### config.mk
export PLATFORM = sky130hd
export DESIGN_NAME = bullet_pool
export DESIGN_NICKNAME = d
export VERILOG_FILES = /design/src/rtl/bullet_pool.sv
export SDC_FILE = /design/constraint.sdc
export NUM_CORES = 1
export LEC_CHECK = 0
export CAP_MARGIN = 30
export CORE_ASPECT_RATIO = 1.1
export CORE_MARGIN = 5
export CORE_UTILIZATION = 30
export DETAILED_ROUTE_END_ITERATION = 7
export SLEW_MARGIN = 15
export SYNTH_ARGS = -nofsm -noshare
export SYNTH_HDL_FRONTEND = slang
export SYNTH_SLANG_ARGS = --single-unit
### constraint.sdc
create_clock -name clk -period 2 [get_ports clk]
set_input_delay 0.4 -clock clk [delete_from_list [all_inputs] [get_ports clk]]
set_output_delay 0.4 -clock clk [all_outputs]
set_load 0.005 [all_outputs]
### src/rtl/bullet_pool.sv
// Five-slot player bullet pool: lowest-free-slot allocation on fire, per-tick upward motion, retire at top edge or on hit.
// Optional shot cooldown is enabled by defining BULLET_COOLDOWN_EN.
module bullet_pool #(
  parameter int XW        = 10,
  parameter int YW        = 10,
  parameter int SPEED     = 4,
  parameter int SPAWN_OFF = 8,
  parameter int COOLDOWN  = 6
) (
  input  logic            clk,
  input  logic            reset,
  input  logic            tick,
  input  logic            fire,
  input  logic [XW-1:0]   player_x,
  input  logic [YW-1:0]   player_y,
  input  logic [4:0]      hit,
  output logic [4:0]      isBullet,
  output logic [5*XW-1:0] bullet_x,
  output logic [5*YW-1:0] bullet_y,
  output logic            fire_ack,
  output logic            fire_drop
);

  localparam int N = 5;

  logic [N-1:0]  active_q, active_d;
  logic [XW-1:0] x_q [N];
  logic [XW-1:0] x_d [N];
  logic [YW-1:0] y_q [N];
  logic [YW-1:0] y_d [N];
  logic          fire_ack_q, fire_ack_d;
  logic          fire_drop_q, fire_drop_d;

  logic [2:0]    alloc_idx;
  logic          any_free;
  logic          spawn_ok;
  logic          cd_ok;
  logic          accept;

`ifdef BULLET_COOLDOWN_EN
  localparam int CDW = ($clog2(COOLDOWN + 1) > 4) ? $clog2(COOLDOWN + 1) : 4;
  logic [CDW-1:0] cd_q, cd_d;

  assign cd_ok = (cd_q == '0);

  // A load on an accepted shot takes precedence over the tick decrement.
  always_comb begin
    cd_d = cd_q;
    if (accept)
      cd_d = CDW'(COOLDOWN);
    else if (tick && (cd_q != '0))
      cd_d = cd_q - 1'b1;
  end

  always_ff @(posedge clk) begin
    if (reset) cd_q <= '0;
    else       cd_q <= cd_d;
  end
`else
  logic cooldown_unused;
  assign cooldown_unused = (COOLDOWN != 0);
  assign cd_ok = 1'b1;
`endif

  // Allocation looks only at the registered mask; slots freed this cycle wait a cycle.
  always_comb begin
    alloc_idx = 3'd0;
    for (int i = N - 1; i >= 0; i--) begin
      if (!active_q[i]) alloc_idx = 3'(i);
    end
  end

  assign any_free = ~&active_q;
  assign spawn_ok = (player_y >= YW'(SPAWN_OFF));
  assign accept   = fire && any_free && spawn_ok && cd_ok;

  always_comb begin
    fire_ack_d  = accept;
    fire_drop_d = fire && !accept;
    active_d    = active_q;
    for (int i = 0; i < N; i++) begin
      x_d[i] = x_q[i];
      y_d[i] = y_q[i];
      if (hit[i] && active_q[i]) begin
        active_d[i] = 1'b0;
        x_d[i]      = '0;
        y_d[i]      = '0;
      end else if (accept && (alloc_idx == 3'(i))) begin
        active_d[i] = 1'b1;
        x_d[i]      = player_x;
        y_d[i]      = player_y - YW'(SPAWN_OFF);
      end else if (tick && active_q[i]) begin
        if (y_q[i] >= YW'(SPEED)) begin
          y_d[i] = y_q[i] - YW'(SPEED);
        end else begin
          active_d[i] = 1'b0;
          x_d[i]      = '0;
          y_d[i]      = '0;
        end
      end
    end
  end

  always_ff @(posedge clk) begin
    if (reset) begin
      active_q    <= '0;
      fire_ack_q  <= 1'b0;
      fire_drop_q <= 1'b0;
      for (int i = 0; i < N; i++) begin
        x_q[i] <= '0;
        y_q[i] <= '0;
      end
    end else begin
      active_q    <= active_d;
      fire_ack_q  <= fire_ack_d;
      fire_drop_q <= fire_drop_d;
      for (int i = 0; i < N; i++) begin
        x_q[i] <= x_d[i];
        y_q[i] <= y_d[i];
      end
    end
  end

  generate
    for (genvar gi = 0; gi < N; gi++) begin : g_pack
      assign bullet_x[gi*XW +: XW] = x_q[gi];
      assign bullet_y[gi*YW +: YW] = y_q[gi];
    end
  endgenerate

  assign isBullet  = active_q;
  assign fire_ack  = fire_ack_q;
  assign fire_drop = fire_drop_q;

endmodule

==> impl_metrics.toml, run 1 <==
[power_and_ir_drop]
peakVddDrop_v = 0.0004678
power_mw = 5.468
p_leak_nw = 2.975
power_density_nw_per_um2 = 672.8

[timing]
post-route-min-period_ns = 1.933
fmax_mhz = 517.2
period_share = 0.9667
setup_viol = 0
hold_viol = 0
worst_pin_slew_ns = 0.6477
drv_slew = 0
rsz0062_at_grt = "false"
skew_ns = 0.008533
relSlewSlack = 0.5658

[flow_run]
maxCapViolations = 0

[critical_path]
path_buf_inv = 4
max_stage_delay_ns = 0.54
cpMaxStageDelayCell = "or4_4"
cp_data_arrival_time_ns = 2.22
critical_path.max_fanout = 6
worstSetupEndpointType = "flop"
worstSetupPathType = "in -> reg"
critical_path.top_delay_family = "buffers and inverters"
critical_path.cell_chain = "dlygate4sd2_1 -> or4_4 -> buf_4 -> o21a_4 -> nand2b_1 -> buf_6 -> bufbuf_16 -> nand3_1 -> a21oi_2"
cp_data_required_time_ns = 2.29
critPathLaunchType = "primary input"

[global_route]
grt_pass1_wl_um = 29560
grt_usage = 0.1927
overflow = 0
grt_pass1_vias = 5264
antenna_found_initial = 0
grt_max_degree = 29

[die]
ios = 136
die_w_um = 134.3
die_area_sq_um = 19700
start_util = 0.3018
rows = 50
fp.dieH_um = 146.7
core-area_sq_um = 16890

[route]
wl_um = 19520
drc = 0
routed_via_density = 5.231
drt_iter0_drc = 342
drtAntennaViolNets = 0
wl_per_cell_um = 18.22
firstDrtPassIters = 5
via_count = 5602

[synthesis]
avgSynthCellArea_sq_um = 8.078
synth_edf_count = 0
synth_top_cell_area_share = 0.4202
yosys_warnings = 0
ys.flop_type = "dfxtp_1"
ys_types = 61
synth_area_leader_cell = "dfxtp_1"
synth_fp_nets = 671
synth.top_cells.by_area = "dfxtp_1, a21oi_1, nand3_1, nand2_1, a211oi_1"
netlist_instances = 631
synthTopCellsByCount = "dfxtp_1, a21oi_1, nand2_1"
synth_most_common_cell = "dfxtp_1"
syn-cell-area_sq_um = 5097
ys_ff_latch = 107
async_flop_share = 0
synth-seq-area-share = 0.4202

[cts]
cts.sinks = 107
htree_num_levels = 3
insertion_delay_ns = 0.35
cts-buffers-inserted = 9
root_buffer = "clkbuf_16"
hold_buffers = 0
cts_tree = "yes"
clk_path_buf_depth = 2
clk_pin_slew_worst_paths_ns = 0.07

[finish]
insertedDiodeCount = 0
num-fill-cells = 1669
seq_area_sq_um = 2146
finalNonFillerCells = 1071
fin_nets = 898
drive_gt1_frac = 0.2132
multi_input_area_sq_um = 2873
area_delta_synth_final_pct = 59.45

[placement]
port_buffers = 135
routabilityCongestion = 0.8958
place_hpwl_um = 13900
dp.cells = 1040

[min_path]
hold_class = "reg -> reg"

[run_status]
outcome = "completed"
power by group:
group,switching [mW],internal (mW)
registers,0.0608,2.20
clock network,0.805,1.42
logic,0.485,0.501
path summary, 6_finish.rpt:
| path | slack, ns | end | start | cells past startpoint |
|---|---|---|---|---|
| worst max-delay path | 0.07 | x_q[0][2] | player_y[7] | 9 |
| worst min-delay path | 0.46 | x_q[0][37] | x_q[0][37] | 2 |
| worst max register to register | 0.08 | y_q[0][18] | y_q[0][13] | 8 |
| worst min register to register | 0.46 | x_q[0][37] | x_q[0][37] | 2 |
flip-flops by register name, summed over array words and instances, names as in the netlist:
register / flops
fire_ack: 1
fire_drop: 1
isBullet: 5
x_q: 50
y_q: 50
cells in the final DEF, fill, tap and decap left out, types with 5 or more instances in the layout:
cell / instances
ha_1: 8
a211oi_1: 25
buf_4: 97
inv_1: 13
a21o_1: 7
clkbuf_16: 11
nor2_1: 29
dfxtp_1: 104
nor4_1: 5
buf_6: 8
buf_12: 8
nand2_1: 82
o21ai_0: 32
a31oi_1: 5
nand3_1: 73
a21oi_2: 5
or3_4: 5
a21oi_1: 84
clkdlybuf4s50_1: 128
dlygate4sd2_1: 5
nor3_1: 29
tightest hold or removal path: stages, from the launching register on:
cell and delay (ns):
dfxtp_1 0.31, nand2_1 0.05, o21ai_0 0.06
through the flow:
step | TNS, ns | setup WS, ns | cell area, sq um | hold slack, ns | utilization
floorplan | -0.07736 | -0.02989 | 5100 | 0.4525 | -
finish | 0 | 0.06660 | 8128 | 0.4563 | 0.4812
global placement | -36.13 | -0.4313 | 7391 | 0.4417 | 0.4376
detailed placement | -37.62 | -0.4607 | 7391 | 0.4514 | 0.4376
global route | 0 | 0.002532 | 8128 | 0.4763 | 0.4812
CTS | 0 | 0.001921 | 7911 | 0.4607 | 0.4684
per-layer routing:
layer  routed length [um]  up-vias  global-route usage
li1                     -     2749                   -
met1                 8953     2656              0.2655
met2                 8932      169              0.3006
met3                 1177       28             0.03664
met4                  452        0             0.07077
met5                    0        -                   0
area by class of cell:
class / count / share of cell area
multi-input cells: 473 / 0.3534
repair buffers: 252 / 0.2973
flip-flops and latches: 107 / 0.2640
well taps: 208 / 0.03202
clock buffers: 12 / 0.03156
clock inverters: 4 / 0.01478
inverters: 15 / 0.006927
what timing repair did:
item / in CTS / in global routing
resized for setup: 17 / 34
setup buffers: 6 / 3
gates cloned: 3 / 3
pin swaps: 7 / 10
setup endpoints to repair: 69 / 76
logic make-up after synthesis:
logic type               count (synthesis)  share of synthesized area
multiplexers                             4                   0.007855
adder cells (fa/ha/maj)                 11                    0.02700
XOR/XNOR                                 4                   0.006874
AND/OR/NAND/NOR                        272                     0.2725
AO/OA/AOI/OAI                          181                     0.2153
flip-flops                             107                     0.4202
buffers and inverters                   52                    0.05032
No activity file was read; power rests on OpenSTA's default activity.
==> inputs of run 2 (changes only) <==
--- a/config.mk
+++ b/config.mk
@@ -6,10 +6,13 @@
 export NUM_CORES = 1
 export LEC_CHECK = 0
 export CAP_MARGIN = 30
+export CELL_PAD_IN_SITES_DETAIL_PLACEMENT = 1
+export CELL_PAD_IN_SITES_GLOBAL_PLACEMENT = 1
 export CORE_ASPECT_RATIO = 1.1
 export CORE_MARGIN = 5
 export CORE_UTILIZATION = 30
 export DETAILED_ROUTE_END_ITERATION = 7
+export PLACE_DENSITY_LB_ADDON = 0.1
 export SLEW_MARGIN = 15
 export SYNTH_ARGS = -nofsm -noshare
 export SYNTH_HDL_FRONTEND = slang
==> run 2 against run 1 <==
Against the previous run:
- cell area is 0.22% lower
- register-to-register slack worse by 0.04 ns
- critical path depth is 1 lower
- via count is 2.0% higher
- first-iteration DRC count is 1.8% higher
- non-clock buffer count is 1 higher
- clock power is 16% lower
- final cell count hardly changed
- sequential power hardly changed
- utilization is 0.10 points lower
- critical path type is now reg -> reg
- highest routed layer unchanged
==> impl_metrics.toml, run 2 (synthesis gave the netlist of run 1 again) <==
[cts]
cts.sinks = 107
cts-buffers-inserted = 9
htree_num_levels = 3
root_buffer = "clkbuf_16"
clk_path_buf_depth = 2
insertion_delay_ns = 0.35
clk_pin_slew_worst_paths_ns = 0.07
cts_tree = "yes"

[placement]
pre_cts_ws_ns = -0.5483
routabilityCongestion = 0.8289
dp.cells = 1044
port_buffers = 135
place_area_sq_um = 7480
place_hpwl_um = 15840

[global_route]
grt_pass1_wl_um = 33090
grt_pass1_vias = 6048
grt_max_degree = 29
antenna_found_initial = 0
grt_usage = 0.2151
overflow = 0

[power_and_ir_drop]
sequentialPowerShare = 0.436
power_density_nw_per_um2 = 638.1
power_mw = 5.175
peakVddDrop_v = 0.0003744
p_leak_nw = 2.974
power_frac_comb = 0.200
p_switching_mw = 1.381
p_int_mw = 3.794
swShare = 0.2668
power.share.clock = 0.364

[route]
routed_via_density = 5.330
drt_iter0_drc = 348
drtAntennaViolNets = 0
via_count = 5714
drc = 0
firstDrtPassIters = 5
wl_um = 21900
wl_per_cell_um = 20.43

[finish]
drive_gt1_frac = 0.2141
finalNonFillerCells = 1072
area_delta_synth_final_pct = 59.11
layout_commonest_cell = "clkdlybuf4s50_1"
fin_nets = 899
design_area_sq_um = 8110
layout_common_cells = "clkdlybuf4s50_1, dfxtp_1, buf_4, a21oi_1, nand2_1"
insertedDiodeCount = 0

[timing]
fmax_mhz = 509.6
drv_slew = 0
post-route-min-period_ns = 1.962
setup_viol = 0
period_share = 0.9812
hold_viol = 0
holdWs_ns = 0.4670
fin_ws_ns = 0.03764
skew_ns = 0.007601
relSlewSlack = 0.6508
worst_pin_slew_ns = 0.5221

[die]
start_util = 0.3018
die_w_um = 134.3
ios = 136
core-area_sq_um = 16890
fp.dieH_um = 146.7
rows = 50
die_area_sq_um = 19700

[min_path]
hold_class = "reg -> reg"

[critical_path]
cp_data_arrival_time_ns = 2.17
worstSetupEndpointType = "flop"
crit_path_frequent_cell = "a211oi_1"
cp_data_required_time_ns = 2.21
path_buf_inv = 2
critPathLaunchType = "flop"
critical_path.cell_chain = "inv_2 -> ha_4 -> or3b_4 -> a2111oi_4 -> buf_6 -> nor3_1 -> a211oi_1 -> a211oi_1"
worstSetupPathType = "reg -> reg"
cpMaxStageDelayCell = "or3b_4"
max_stage_delay_ns = 0.39
critical_path.max_fanout = 5
critical_path.top_delay_family = "compound AO/OA/AOI/OAI gates"

[run_status]
outcome = "completed"

[flow_run]
maxCapViolations = 0
==> run 2: what timing repair did <==
item                                    CTS  global route
pin swaps                                11             9
cloned                                    2             3
endpoints found under the setup margin   61            71
buffers inserted                          5             2
hold buffers                              0             0
resized for setup                        18            27
==> run 2: final timing paths <==
| kind | from | to | slack [ns] | cells past startpoint |
|---|---|---|---|---|
| max reg2reg | y_q[0][23] | y_q[0][24] | 0.04 | 8 |
| min reg2reg | x_q[0][30] | x_q[0][30] | 0.47 | 2 |
| max | y_q[0][23] | y_q[0][24] | 0.04 | 8 |
| min | x_q[0][30] | x_q[0][30] | 0.47 | 2 |
==> run 2: metrics by stage <==
stage                TNS, ns  utilization
CTS                        0       0.4711
floorplan           -0.07736            -
global placement      -37.49       0.4428
finish                     0       0.4801
detailed placement    -41.41       0.4428
global route          -1.312       0.4801
==> run 2: layout make-up <==
class / instances / area, sq um
Clock buffer: 12 / 266.5
Tap cell: 208 / 260.3
Sequential cell: 107 / 2148
Timing Repair Buffer: 253 / 2484
Inverter: 15 / 56.30
Fill cell: 2000 / 8781
Clock inverter: 4 / 47.55
Multi-Input combinational cell: 473 / 2848
==> run 2: layer usage <==
metal | vias to the layer above | part of all wire | global-route usage
li1 | 2743 | - | -
met1 | 2782 | 0.41 | 0.2581
met2 | 155 | 0.50 | 0.3775
met3 | 34 | 0.060 | 0.05171
met4 | 0 | 0.027 | 0.06976
met5 | - | 0 | 0
==> run 2: power groups by stage <==
| stage | Sequential (mW) | Combinational, mW | Clock (mW) |
|---|---|---|---|
| after floorplan | 2.30 | 0.348 | 0 |
| after global placement | 2.30 | 0.918 | 0 |
| after detailed placement | 2.30 | 0.933 | 0 |
| after CTS | 2.25 | 1.01 | 1.92 |
| after global routing | 2.26 | 1.11 | 2.01 |
| final | 2.25 | 1.04 | 1.88 |
==> run 2: tightest hold or removal path, stage by stage (launching register included) <==
cell and delay [ns]:
dfxtp_1 0.31, nand2_1 0.05, o21ai_0 0.06
==> edit (flow settings as in run 2) <==
Add a define of `BULLET_COOLDOWN_EN`.
--- a/src/rtl/bullet_pool.sv
+++ b/src/rtl/bullet_pool.sv
@@ -2,2 +2,4 @@
 // Optional shot cooldown is enabled by defining BULLET_COOLDOWN_EN.
+`define BULLET_COOLDOWN_EN
+
 module bullet_pool #(
Behaviour: not the same (Yosys sat finds a counterexample within 4 cycles, from zero or initial values and one cycle with reset high).
==> edit against run 2 <==
- sequential cell count up 4
- cell count up 4.5%
- critical path depth down 2
- synthesized area up 8.5%
- via count up 5.3%
- cell area up 3.3%
- worst setup slack better by 0.032 ns
- critical path type is now in -> reg
- wire length up 5.2%
Power is not compared: it rests on default switching activity, and its combinational part moved more than twofold at a synthesized area within 25%.
==> edit: results (changes against run 2) <==
Status
  • Status: complete, no violations (unchanged)

Layout
  • Post-route cell area: 8380 sq um (was 8110 sq um)
  • Count of plain and timing-repair buffers: 235 (was 253)
  • Layout cells sized above 1: 17.4% (was 21.4%)
  • Final nets: 913 (was 899)
  • Synth-to-layout area growth: 51.4% (was 59.1%)
  • Non-clk invs: 21 (was 15)
  • Multi-input comb cells: 494 (was 473)

Worst hold path
  • Hold EP: fire_drop (was x_q[0][30])
  • Hold crit path type: in -> reg (was reg -> reg)
  • Hold path start: fire (was x_q[0][30])

Route
  • Drt pass-1 iters: 4 (was 5)
  • DR WL met2: 11200 um (was 10900 um)
  • Routed len/inst: 20.6 um (was 20.4 um)
  • Post-DR vias/cell: 5.37 (was 5.33)
  • 1st-iter DRT viols: 249 (was 348)
  • Met1 wire length: 10300 um (was 9070 um)
  • Routed via count: 6018 (was 5714)

Setup path
  • Worst flop-to-flop path startpoint: y_q[0][2] (was y_q[0][23])
  • Critical path data arrival time: 2.20 ns (was 2.17 ns)
  • CP startpoint: player_y[9] (was y_q[0][23])
  • Critical-path top delay cell: clkdlybuf4s50_1 (was or3b_4)
  • Critical R2R Capture: y_q[0][7] (was y_q[0][24])
  • Critical path peak fanout: 7 (was 5)
  • Largest delay contributor family on the critical path: buffers and inverters (was compound AO/OA/AOI/OAI gates)
  • Worst Setup EP: y_q[0][28] (was y_q[0][24])

Placement
  • Placement Setup Slack: -0.536 ns (was -0.548 ns)

Pwr
  • Total power: 7710 uW

Synthesis
  • Sequential area share after synthesis: 40.2% (was 42.0%)
  • Post-synth cell types: 72 (was 61)
  • Synth cell count leaders: dfxtp_1 (111), nand2_1 (93), a21oi_1 (86), nand3_1 (84), clkbuf_1 (21) (was dfxtp_1 (107), a21oi_1 (88), nand2_1 (82), nand3_1 (73), o21ai_0 (32))

GRT
  • All-Layer GR Usage: 20.7% (was 21.5%)
  • First-pass GRT wire length: 35800 um (was 33100 um)
  • Largest net degree at the start of global routing: 22 (was 29)
  • Grt met3 use: 3.89% (was 5.17%)
  • Global Route met1 Usage: 26.1% (was 25.8%)

Timing
  • Final Skew: 0.00696 ns (was 0.00760 ns)
  • Worst Tran Pin Value: 0.628 ns (was 0.522 ns)
## edit: cell types whose count changed in the layout (fill, tap and decap cells not counted), sizes merged, moves of 8 or more
| cell | change |
|---|---|
| a211oi | -14 |
| a31oi | +14 |
| buf | -16 |
| nand2 | +10 |
| nand3 | +11 |
| nor2 | -12 |
| nor3 | -14 |
| o211ai | +8 |
| o21ai | -27 |
## edit: cells by family after synthesis
| logic type | count (synthesis) | share of synthesized area [%] |
|---|---|---|
| mux | 6 | 1.11 |
| buf+inv | 68 | 5.61 |
| compound gates | 181 | 21.5 |
| fa+ha+maj | 12 | 2.71 |
| xor+xnor | 8 | 1.27 |
| flops | 111 | 40.2 |
| simple gates | 287 | 27.6 |
## edit: timing repair
item,in CTS,in global routing
cloned,0,3
buffers inserted,0,3
setup endpoints to repair,67,92
gates resized for setup,10,40
hold endpoints to repair,0,0
pin swaps,1,11
